File: config.mk
export PLATFORM = sky130hd
export DESIGN_NAME = idex_operand_stage_flat
export DESIGN_NICKNAME = d
export VERILOG_FILES = /design/src/rtl/idex_operand_stage_if.sv /design/src/rtl/idex_operand_stage.sv /design/src/flat_wrapper.sv
export SDC_FILE = /design/constraint.sdc
export NUM_CORES = 1
export LEC_CHECK = 0
export ABC_AREA = 1
export CAP_MARGIN = 20
export CORE_ASPECT_RATIO = 2
export CORE_UTILIZATION = 50
export DETAILED_ROUTE_END_ITERATION = 8
export PLACE_DENSITY = 0.95
export SLEW_MARGIN = 15
export SYNTH_ARGS = -nofsm -noshare
export SYNTH_HDL_FRONTEND = slang
export SYNTH_SLANG_ARGS = --single-unit
File: constraint.sdc
create_clock -name CLK -period 10.9 [get_ports CLK]
set_input_delay 2.18 -clock CLK [delete_from_list [all_inputs] [get_ports CLK]]
set_output_delay 2.18 -clock CLK [all_outputs]
set_load 0.02 [all_outputs]
File: src/rtl/idex_operand_stage_if.sv
// Signal bundle between decode, forwarding sources and the ID/EX operand stage.
// The master side drives the decode and forwarding fields; the slave side is the stage itself.
interface idex_operand_stage_if;
   logic        stall;
   logic        flush;
   logic        in_valid;
   logic [3:0]  in_aluop;
   logic [31:0] in_rdat1;
   logic [31:0] in_rdat2;
   logic [15:0] in_imm16;
   logic [4:0]  in_shamt;
   logic [4:0]  in_rs;
   logic [4:0]  in_rt;
   logic [4:0]  in_wsel;
   logic [1:0]  in_extop;
   logic        in_alusrc;
   logic        in_regwen;
   logic        exmem_regwen;
   logic [4:0]  exmem_wsel;
   logic [31:0] exmem_res;
   logic        memwb_regwen;
   logic [4:0]  memwb_wsel;
   logic [31:0] memwb_wdat;
   logic        ex_valid;
   logic [3:0]  opcode;
   logic [31:0] op1;
   logic [31:0] op2;
   logic [4:0]  shamt;
   logic [31:0] ex_storedat;
   logic [4:0]  ex_wsel;
   logic        ex_regwen;

   modport master (
      output stall, flush, in_valid, in_aluop, in_rdat1, in_rdat2, in_imm16, in_shamt,
             in_rs, in_rt, in_wsel, in_extop, in_alusrc, in_regwen,
             exmem_regwen, exmem_wsel, exmem_res, memwb_regwen, memwb_wsel, memwb_wdat,
      input  ex_valid, opcode, op1, op2, shamt, ex_storedat, ex_wsel, ex_regwen
   );

   modport slave (
      input  stall, flush, in_valid, in_aluop, in_rdat1, in_rdat2, in_imm16, in_shamt,
             in_rs, in_rt, in_wsel, in_extop, in_alusrc, in_regwen,
             exmem_regwen, exmem_wsel, exmem_res, memwb_regwen, memwb_wsel, memwb_wdat,
      output ex_valid, opcode, op1, op2, shamt, ex_storedat, ex_wsel, ex_regwen
   );
endinterface

File: src/rtl/idex_operand_stage.sv
// ID/EX pipeline register with immediate extension ahead of the register and
// combinational EX/MEM and MEM/WB operand forwarding behind it.
module idex_operand_stage (
   input  logic           CLK,
   input  logic           RST,
   idex_operand_stage_if.slave bus
);

   typedef struct packed {
      logic        valid;
      logic [3:0]  aluop;
      logic [31:0] rdat1;
      logic [31:0] rdat2;
      logic [31:0] imm_ext;
      logic [4:0]  shamt;
      logic [4:0]  rs;
      logic [4:0]  rt;
      logic [4:0]  wsel;
      logic        alusrc;
      logic        regwen;
   } stage_t;

   // All-zero is the bubble: invalid, no write, opcode ADD, zero data.
   localparam stage_t BUBBLE = '0;

   stage_t      stage_q;
   stage_t      stage_d;
   logic [31:0] imm_ext;
   logic [31:0] fwd_a;
   logic [31:0] fwd_b;

   always_comb begin
      case (bus.in_extop)
         2'b01:   imm_ext = {{16{bus.in_imm16[15]}}, bus.in_imm16};
         2'b10:   imm_ext = {bus.in_imm16, 16'h0000};
         default: imm_ext = {16'h0000, bus.in_imm16};
      endcase
   end

   always_comb begin
      stage_d         = BUBBLE;
      stage_d.valid   = bus.in_valid;
      stage_d.aluop   = bus.in_aluop;
      stage_d.rdat1   = bus.in_rdat1;
      stage_d.rdat2   = bus.in_rdat2;
      stage_d.imm_ext = imm_ext;
      stage_d.shamt   = bus.in_shamt;
      stage_d.rs      = bus.in_rs;
      stage_d.rt      = bus.in_rt;
      stage_d.wsel    = bus.in_wsel;
      stage_d.alusrc  = bus.in_alusrc;
      stage_d.regwen  = bus.in_regwen & bus.in_valid;
   end

   // Flush outranks stall so a squashed instruction never lingers in EX.
   always_ff @(posedge CLK or posedge RST) begin
      if (RST) begin
         stage_q <= BUBBLE;
      end else if (bus.flush) begin
         stage_q <= BUBBLE;
      end else if (!bus.stall) begin
         stage_q <= stage_d;
      end
   end

   // Younger EX/MEM result wins over MEM/WB; register 0 is never forwarded.
   function automatic logic [31:0] forward (
      input logic [4:0]  rnum,
      input logic [31:0] regval,
      input logic        em_wen,
      input logic [4:0]  em_wsel,
      input logic [31:0] em_res,
      input logic        mw_wen,
      input logic [4:0]  mw_wsel,
      input logic [31:0] mw_wdat
   );
      logic [31:0] result;
      result = regval;
      if (rnum != 5'd0) begin
         if (em_wen && (em_wsel == rnum)) begin
            result = em_res;
         end else if (mw_wen && (mw_wsel == rnum)) begin
            result = mw_wdat;
         end
      end
      return result;
   endfunction

   always_comb begin
      fwd_a = forward(stage_q.rs, stage_q.rdat1,
                      bus.exmem_regwen, bus.exmem_wsel, bus.exmem_res,
                      bus.memwb_regwen, bus.memwb_wsel, bus.memwb_wdat);
      fwd_b = forward(stage_q.rt, stage_q.rdat2,
                      bus.exmem_regwen, bus.exmem_wsel, bus.exmem_res,
                      bus.memwb_regwen, bus.memwb_wsel, bus.memwb_wdat);
   end

   assign bus.op1         = fwd_a;
   assign bus.op2         = stage_q.alusrc ? stage_q.imm_ext : fwd_b;
   assign bus.ex_storedat = fwd_b;
   assign bus.opcode      = stage_q.aluop;
   assign bus.shamt       = stage_q.shamt;
   assign bus.ex_wsel     = stage_q.wsel;
   assign bus.ex_regwen   = stage_q.regwen;
   assign bus.ex_valid    = stage_q.valid;

endmodule
File: src/flat_wrapper.sv
// flat-port wrapper written by rule: the top's interface ports become plain ports
module idex_operand_stage_flat 
  (CLK, RST, bus_stall, bus_flush, bus_in_valid, bus_in_aluop, bus_in_rdat1, bus_in_rdat2, bus_in_imm16, bus_in_shamt, bus_in_rs, bus_in_rt, bus_in_wsel, bus_in_extop, bus_in_alusrc, bus_in_regwen, bus_exmem_regwen, bus_exmem_wsel, bus_exmem_res, bus_memwb_regwen, bus_memwb_wsel, bus_memwb_wdat, bus_ex_valid, bus_opcode, bus_op1, bus_op2, bus_shamt, bus_ex_storedat, bus_ex_wsel, bus_ex_regwen);
  idex_operand_stage_if bus_i ();
  input  logic CLK;
  input  logic RST;
  input wire logic [$bits(bus_i.stall)-1:0] bus_stall;
  input wire logic [$bits(bus_i.flush)-1:0] bus_flush;
  input wire logic [$bits(bus_i.in_valid)-1:0] bus_in_valid;
  input wire logic [$bits(bus_i.in_aluop)-1:0] bus_in_aluop;
  input wire logic [$bits(bus_i.in_rdat1)-1:0] bus_in_rdat1;
  input wire logic [$bits(bus_i.in_rdat2)-1:0] bus_in_rdat2;
  input wire logic [$bits(bus_i.in_imm16)-1:0] bus_in_imm16;
  input wire logic [$bits(bus_i.in_shamt)-1:0] bus_in_shamt;
  input wire logic [$bits(bus_i.in_rs)-1:0] bus_in_rs;
  input wire logic [$bits(bus_i.in_rt)-1:0] bus_in_rt;
  input wire logic [$bits(bus_i.in_wsel)-1:0] bus_in_wsel;
  input wire logic [$bits(bus_i.in_extop)-1:0] bus_in_extop;
  input wire logic [$bits(bus_i.in_alusrc)-1:0] bus_in_alusrc;
  input wire logic [$bits(bus_i.in_regwen)-1:0] bus_in_regwen;
  input wire logic [$bits(bus_i.exmem_regwen)-1:0] bus_exmem_regwen;
  input wire logic [$bits(bus_i.exmem_wsel)-1:0] bus_exmem_wsel;
  input wire logic [$bits(bus_i.exmem_res)-1:0] bus_exmem_res;
  input wire logic [$bits(bus_i.memwb_regwen)-1:0] bus_memwb_regwen;
  input wire logic [$bits(bus_i.memwb_wsel)-1:0] bus_memwb_wsel;
  input wire logic [$bits(bus_i.memwb_wdat)-1:0] bus_memwb_wdat;
  output wire logic [$bits(bus_i.ex_valid)-1:0] bus_ex_valid;
  output wire logic [$bits(bus_i.opcode)-1:0] bus_opcode;
  output wire logic [$bits(bus_i.op1)-1:0] bus_op1;
  output wire logic [$bits(bus_i.op2)-1:0] bus_op2;
  output wire logic [$bits(bus_i.shamt)-1:0] bus_shamt;
  output wire logic [$bits(bus_i.ex_storedat)-1:0] bus_ex_storedat;
  output wire logic [$bits(bus_i.ex_wsel)-1:0] bus_ex_wsel;
  output wire logic [$bits(bus_i.ex_regwen)-1:0] bus_ex_regwen;
  assign bus_i.stall = bus_stall;
  assign bus_i.flush = bus_flush;
  assign bus_i.in_valid = bus_in_valid;
  assign bus_i.in_aluop = bus_in_aluop;
  assign bus_i.in_rdat1 = bus_in_rdat1;
  assign bus_i.in_rdat2 = bus_in_rdat2;
  assign bus_i.in_imm16 = bus_in_imm16;
  assign bus_i.in_shamt = bus_in_shamt;
  assign bus_i.in_rs = bus_in_rs;
  assign bus_i.in_rt = bus_in_rt;
  assign bus_i.in_wsel = bus_in_wsel;
  assign bus_i.in_extop = bus_in_extop;
  assign bus_i.in_alusrc = bus_in_alusrc;
  assign bus_i.in_regwen = bus_in_regwen;
  assign bus_i.exmem_regwen = bus_exmem_regwen;
  assign bus_i.exmem_wsel = bus_exmem_wsel;
  assign bus_i.exmem_res = bus_exmem_res;
  assign bus_i.memwb_regwen = bus_memwb_regwen;
  assign bus_i.memwb_wsel = bus_memwb_wsel;
  assign bus_i.memwb_wdat = bus_memwb_wdat;
  assign bus_ex_valid = bus_i.ex_valid;
  assign bus_opcode = bus_i.opcode;
  assign bus_op1 = bus_i.op1;
  assign bus_op2 = bus_i.op2;
  assign bus_shamt = bus_i.shamt;
  assign bus_ex_storedat = bus_i.ex_storedat;
  assign bus_ex_wsel = bus_i.ex_wsel;
  assign bus_ex_regwen = bus_i.ex_regwen;
  idex_operand_stage u_core (.CLK(CLK), .RST(RST), .bus(bus_i));
endmodule
==> results of run 1 <==
-- kinds of logic (layout without fill, tap and decap cells) --
kind of cell / count (synthesis) / in the layout
AOI/OAI and AO/OA: 133 / 133
other: 0 / 3
buffers and inverters: 256 / 504
adders and majority gates: 2 / 2
and+or+nand+nor: 805 / 805
DFF: 123 / 123
-- critical path: cells and delay by family --
family / cells / cell delay [ns]
and+or+nand+nor: 6 / 1.00
buffers and inverters: 4 / 1.46
AOI/OAI and AO/OA: 1 / 0.77
-- per-layer routing --
layer  up-vias  global-route usage (%)  share of wire, %
li1       4589                       -                 -
met1      4616                    42.8                33
met2       683                    66.9                51
met3       168                    8.78               8.7
met4         0                    28.2               7.1
met5         -                       0                 0
-- report_power, final --
part	internal (mW)	leakage [nW]	switching (mW)
logic	0.170	4.11	0.226
clock network	0.333	0.275	0.229
registers	0.480	1.65	0.0160
total	0.983	6.04	0.471
-- cell usage after synthesis (2+ instances only) --
master / number / share of area (%)
buf_2: 21 / 1.2
nand4_1: 32 / 2.4
nor3_4: 2 / 0.38
buf_4: 23 / 2.0
nand2_1: 375 / 17
buf_1: 6 / 0.27
inv_1: 146 / 6.5
o31ai_1: 15 / 1.3
o21ai_0: 78 / 4.6
o21ai_1: 2 / 0.12
and2_1: 32 / 2.4
buf_6: 7 / 0.93
nor2_1: 175 / 7.8
dfrtp_1: 123 / 36
ha_1: 2 / 0.30
a21oi_1: 35 / 2.1
inv_2: 8 / 0.36
nand3_1: 151 / 8.9
o22ai_1: 2 / 0.15
clkbuf_1: 43 / 1.9
nor2_2: 32 / 2.4
-- how the worst max path moves through the flow --
stage	slack (ns)	endpoint	start
finish	3.29	bus_op1[3]	bus_exmem_wsel[3]
floorplan	5.39	bus_op1[11]	bus_exmem_wsel[3]
global placement	3.24	bus_op1[18]	bus_exmem_wsel[3]
CTS	3.39	bus_op1[4]	bus_exmem_wsel[3]
global route	3.13	bus_op1[20]	bus_exmem_wsel[3]
detailed placement	3.41	bus_op2[12]	bus_exmem_wsel[3]
-- per-stage QoR --
| stage | hold slack (ns) | utilization (%) | instances |
|---|---|---|---|
| after global placement | 0.488 | 68.6 | 1736 |
| after CTS | 0.511 | 72.3 | 1769 |
| final | 0.513 | 72.7 | 1774 |
| after floorplan | 0.476 | - | 1319 |
| after detailed placement | 0.496 | 68.8 | 1737 |
| after global routing | 0.529 | 72.7 | 1774 |
-- state kept, by name, indices dropped and copies added (netlist names) --
| name | cells |
|---|---|
| u_core.stage_q | 107 |
| u_core.bus.ex_wsel | 5 |
| u_core.bus.shamt | 5 |
| u_core.bus.opcode | 4 |
| u_core.bus.ex_regwen | 1 |
| u_core.bus.ex_valid | 1 |
-- final cells by class --
type	count	area, sq um
fill	1263	4480
inverter	155	584
timing repair buffer	317	3190
clock buffer	20	467
clock inverter	12	114
antenna	3	7.51
tap	204	255
sequential	123	3080
multi-input combinational	940	4260
==> impl_metrics.json, run 1 <==
{
  "power_mw": 1.45,
  "synth-compound-area-share_pct": 8.39,
  "synth_top_family_by_area": "simple AND/OR/NAND/NOR gates",
  "tightest_slew_ns": 1.13,
  "io_buffers": 300,
  "antenna_found_initial": 3,
  "required_ns": 8.72,
  "syn_area_sq_um": 8450,
  "dp_slack_ns": 3.41,
  "grt_overflow": 0,
  "p_per_area_nw_per_um2": 122,
  "post_drt_wl_per_cell_um": 19.2,
  "ys_ff_latch": 123,
  "hold-path-endpoint": "u_core.stage_q[90]",
  "nNetsFinal": 1745,
  "clk_latency_ns": 0.42,
  "mostFrequentLayoutCell": "nand2_1",
  "crit_chain": "clkdlybuf4s50_1 -> inv_1 -> nand2_1 -> a21oi_4 -> nand2_1 -> nor2_2 -> buf_4 -> nor2_1 -> nor2_1 -> nor2_1 -> clkdlybuf4s50_1",
  "r2r_cells": 3,
  "hold_viol_final": 0,
  "rr_endpoint": "u_core.stage_q[1]",
  "clk_path_buf_depth": 2,
  "outcome": "completed",
  "cts_tree": "built",
  "dpl.hpwl_um": 23700,
  "cp_slowest_cell": "a21oi_4",
  "via_count": 10056,
  "startpoint_type": "input port",
  "synthesis.instances": 1319,
  "slowest_delay_ns": 0.77,
  "min_period_over_period_pct": 69.8,
  "place_area_sq_um": 11300,
  "cts.sinks": 123,
  "first_global_vias": 9824,
  "area_growth_pct": 41.4,
  "synth.net_count": 1510,
  "synth.distinct_cells": 30,
  "synth-xor-area-share_pct": 0,
  "max_slew_margin_pct": 24.3,
  "fmax_mhz": 131,
  "final_cell_mix": "nand2_1 (375), clkdlybuf4s50_1 (299), nor2_1 (175), nand3_1 (150), inv_1 (145)",
  "timing.rr.start": "u_core.stage_q[1]",
  "min_from": "u_core.stage_q[90]",
  "crit_fanout": 34,
  "initial_core_util_pct": 51.4,
  "drv_slew": 0,
  "ctsHoldBuffers": 0,
  "synth-edff-count": 0,
  "cts_setup_buffers": 0,
  "die_width_um": 93.9,
  "die_y_um": 186,
  "final_cell_area_sq_um": 12000,
  "arrival_ns": 5.43,
  "ys.warnings.count": 0,
  "gr-usage-all-layers_pct": 39.5,
  "setup_ws_ns": 3.29,
  "hold_depth": 2,
  "grt_max_degree": 83,
  "yosysSeqAreaShare_pct": 36.4,
  "first_pass_iters": 7,
  "synth_adder_area_share_pct": 0.296,
  "setup_violations": 0,
  "leakage_nw": 6.04,
  "place.gp.congestion": 0.979,
  "grt_pass1_wl_um": 51600,
  "drt-initial-drc-count": 889,
  "setup.worst_path.end_class": "primary output",
  "drv_cap": 0,
  "ant_nets": 0,
  "clockRootBuffer": "clkbuf_16",
  "rrSetupSlack_ns": 9.34,
  "muxShareOfSynthArea_pct": 0,
  "cts_resized": 0,
  "row_count": 66,
  "worst_clock_skew_ns": 0,
  "avgViaCountPerCell": 5.67,
  "synth.avg_cell_area_sq_um": 6.41,
  "numCtsBuffers": 17,
  "crit_path_frequent_cell": "nor2_1",
  "clk_pin_slew_ns": 0.06,
  "ios": 301,
  "drc_errors": 0,
  "drive_gt1_share_pct": 6.38,
  "period_minus_slack_ns": 7.61,
  "critPathKind": "in -> out",
  "wl_um": 34000,
  "rsz0062_at_grt": "false",
  "ys_dominant_reg_cell": "dfrtp_1",
  "cts-htree-levels": 4,
  "core_area_sq_um": 16400,
  "ir_drop_mv": 0.103,
  "finalSetupTns_ns": 0,
  "synthSimpleGateAreaFrac_pct": 41.6,
  "synthArstFlopShare_pct": 100,
  "die-area_sq_um": 17500,
  "hp-class": "reg -> reg"
}
Note: power is estimated with default switching activity, not from simulation.
==> inputs of run 2 (changes only) <==
--- a/config.mk
+++ b/config.mk
@@ -8,9 +8,9 @@
 export ABC_AREA = 1
 export CAP_MARGIN = 20
 export CORE_ASPECT_RATIO = 2
-export CORE_UTILIZATION = 50
+export CORE_UTILIZATION = 42
 export DETAILED_ROUTE_END_ITERATION = 8
-export PLACE_DENSITY = 0.95
+export PLACE_DENSITY = 0.88
 export SLEW_MARGIN = 15
 export SYNTH_ARGS = -nofsm -noshare
 export SYNTH_HDL_FRONTEND = slang
==> constraint.sdc (replaced) <==
create_clock -name CLK -period 6.78 [get_ports CLK]
set_input_delay 1.356 -clock CLK [delete_from_list [all_inputs] [get_ports CLK]]
set_output_delay 1.356 -clock CLK [all_outputs]
set_load 0.02 [all_outputs]
==> run 2 against run 1 <==
Net effect:
- final area rose by 0.78%
- flip-flop and latch count did not move
- clock skew did not move
- total power rose by 68%
- critical path type unchanged
- non-clock buffer count rose by 2
- global-route usage fell by 4.0 points
- largest cell class unchanged
==> impl_metrics.json, run 2 (synthesis results as in run 1) <==
{
  "outcome": "completed",
  "fillers": 1828,
  "first_global_vias": 9768,
  "cts_setup_buffers": 0,
  "die-area_sq_um": 20700,
  "post_drt_wl_per_cell_um": 19.7,
  "ctsHoldBuffers": 0,
  "largest_register": "u_core.stage_q",
  "area_growth_pct": 42.5,
  "ant_nets": 0,
  "leakage_nw": 6.06,
  "drt-initial-drc-count": 665,
  "mostFrequentLayoutCell": "nand2_1",
  "ir_drop_mv": 0.148,
  "cts_tree": "built",
  "antenna_found_initial": 2,
  "arrival_ns": 4.28,
  "setup_violations": 0,
  "cts-htree-levels": 4,
  "clockRootBuffer": "clkbuf_16",
  "hp-class": "reg -> reg",
  "grt_overflow": 0,
  "clk_latency_ns": 0.42,
  "critPathKind": "in -> out",
  "drc_errors": 0,
  "drv_slew": 0,
  "cts.sinks": 123,
  "die_y_um": 203,
  "finalSetupTns_ns": 0,
  "grt_max_degree": 93,
  "initial_core_util_pct": 42.6,
  "die_width_um": 102,
  "startpoint_type": "input port",
  "period_minus_slack_ns": 5.64,
  "p_per_area_nw_per_um2": 203,
  "hold_viol_final": 0,
  "worst_clock_skew_ns": 0,
  "cts_resized": 0,
  "clk_path_buf_depth": 2,
  "avgViaCountPerCell": 5.35,
  "ios": 301,
  "rsz0062_at_grt": "false",
  "max_slew_margin_pct": 29.4,
  "largest_reg_flops": 107,
  "setup.worst_path.end_class": "primary output",
  "crit_fanout": 22,
  "numCtsBuffers": 17,
  "via_count": 9814,
  "nNetsFinal": 1747,
  "io_buffers": 300,
  "clk_pin_slew_ns": 0.05,
  "gr-usage-all-layers_pct": 35.5,
  "min_period_over_period_pct": 83.2,
  "final_cell_mix": "nand2_1 (375), clkdlybuf4s50_1 (299), nor2_1 (175), nand3_1 (150), inv_1 (145)",
  "core_area_sq_um": 19800,
  "drive_gt1_share_pct": 6.44,
  "row_count": 73,
  "first_pass_iters": 7,
  "place.gp.congestion": 0.926,
  "dpl.hpwl_um": 26100,
  "wl_um": 36100,
  "final_cell_area_sq_um": 12000,
  "tightest_slew_ns": 1.06,
  "grt_pass1_wl_um": 53900,
  "required_ns": 5.42,
  "drv_cap": 0,
  "place_area_sq_um": 11400,
  "fmax_mhz": 177
}
[run 2: cell count changes in the layout (fill, tap and decap cells not counted), sizes merged]
cell      before  now
buf           18   20
clkinvlp       4    2
bufinv         1    4
inv          157  154
clkbuf        20   22
[run 2: layout make-up]
cell class | count | area, sq um | share of cell area [%]
antenna | 3 | 7.51 | 0.0623
clock buffer | 22 | 484 | 4.02
sequential | 123 | 3080 | 25.6
clock inverter | 10 | 163 | 1.35
timing repair buffer | 319 | 3150 | 26.1
multi-input combinational | 940 | 4250 | 35.3
inverter | 155 | 584 | 4.85
tap | 262 | 328 | 2.72
[run 2: path summary, 6_finish.rpt]
path	from	endpoint	slack, ns	cells after the start
setup / recovery	bus_exmem_wsel[3]	bus_op1[25]	1.14	11
hold / removal	u_core.stage_q[98]	u_core.stage_q[98]	0.51	2
setup reg to reg	u_core.stage_q[1]	u_core.stage_q[1]	5.43	3
hold reg to reg	u_core.stage_q[98]	u_core.stage_q[98]	0.51	2
max in group asynchronous	RST	u_core.stage_q[16]	3.97	3
min in group asynchronous	RST	u_core.bus.shamt[2]	1.47	2
[run 2: critical path: stages]
cell	delay, ns
clkdlybuf4s50_1	0.45
inv_1	0.09
nand2_1	0.07
a21oi_2	0.22
nand2_1	0.09
nor2_2	0.76
buf_4	0.33
nor2_1	0.06
nor2_1	0.20
nor2_1	0.08
clkdlybuf4s50_1	0.55
[run 2: metal layers]
metal	wire length, um	GRT usage, %	up-vias
li1	-	-	4584
met1	12000	38.2	4510
met2	18400	60.8	581
met3	2380	4.20	139
met4	3220	29.1	0
met5	0	0	-
[run 2: per-stage QoR]
step | setup slack (ns) | util [%] | hold slack (ns) | instances | total power [mW]
finish | 1.14 | 60.8 | 0.506 | 1834 | 2.45
floorplan | 2.15 | - | 0.476 | 1319 | 1.13
detailed placement | 1.20 | 57.4 | 0.494 | 1798 | 1.44
global placement | 1.21 | 57.4 | 0.489 | 1798 | 1.44
global route | 0.923 | 60.8 | 0.528 | 1833 | 2.53
CTS | 1.20 | 60.7 | 0.508 | 1830 | 2.45
[run 2: report_power, final]
| group | internal [mW] | switching [mW] |
|---|---|---|
| clock | 0.654 | 0.354 |
| combinational | 0.271 | 0.373 |
| sequential | 0.772 | 0.0236 |
| total | 1.70 | 0.750 |
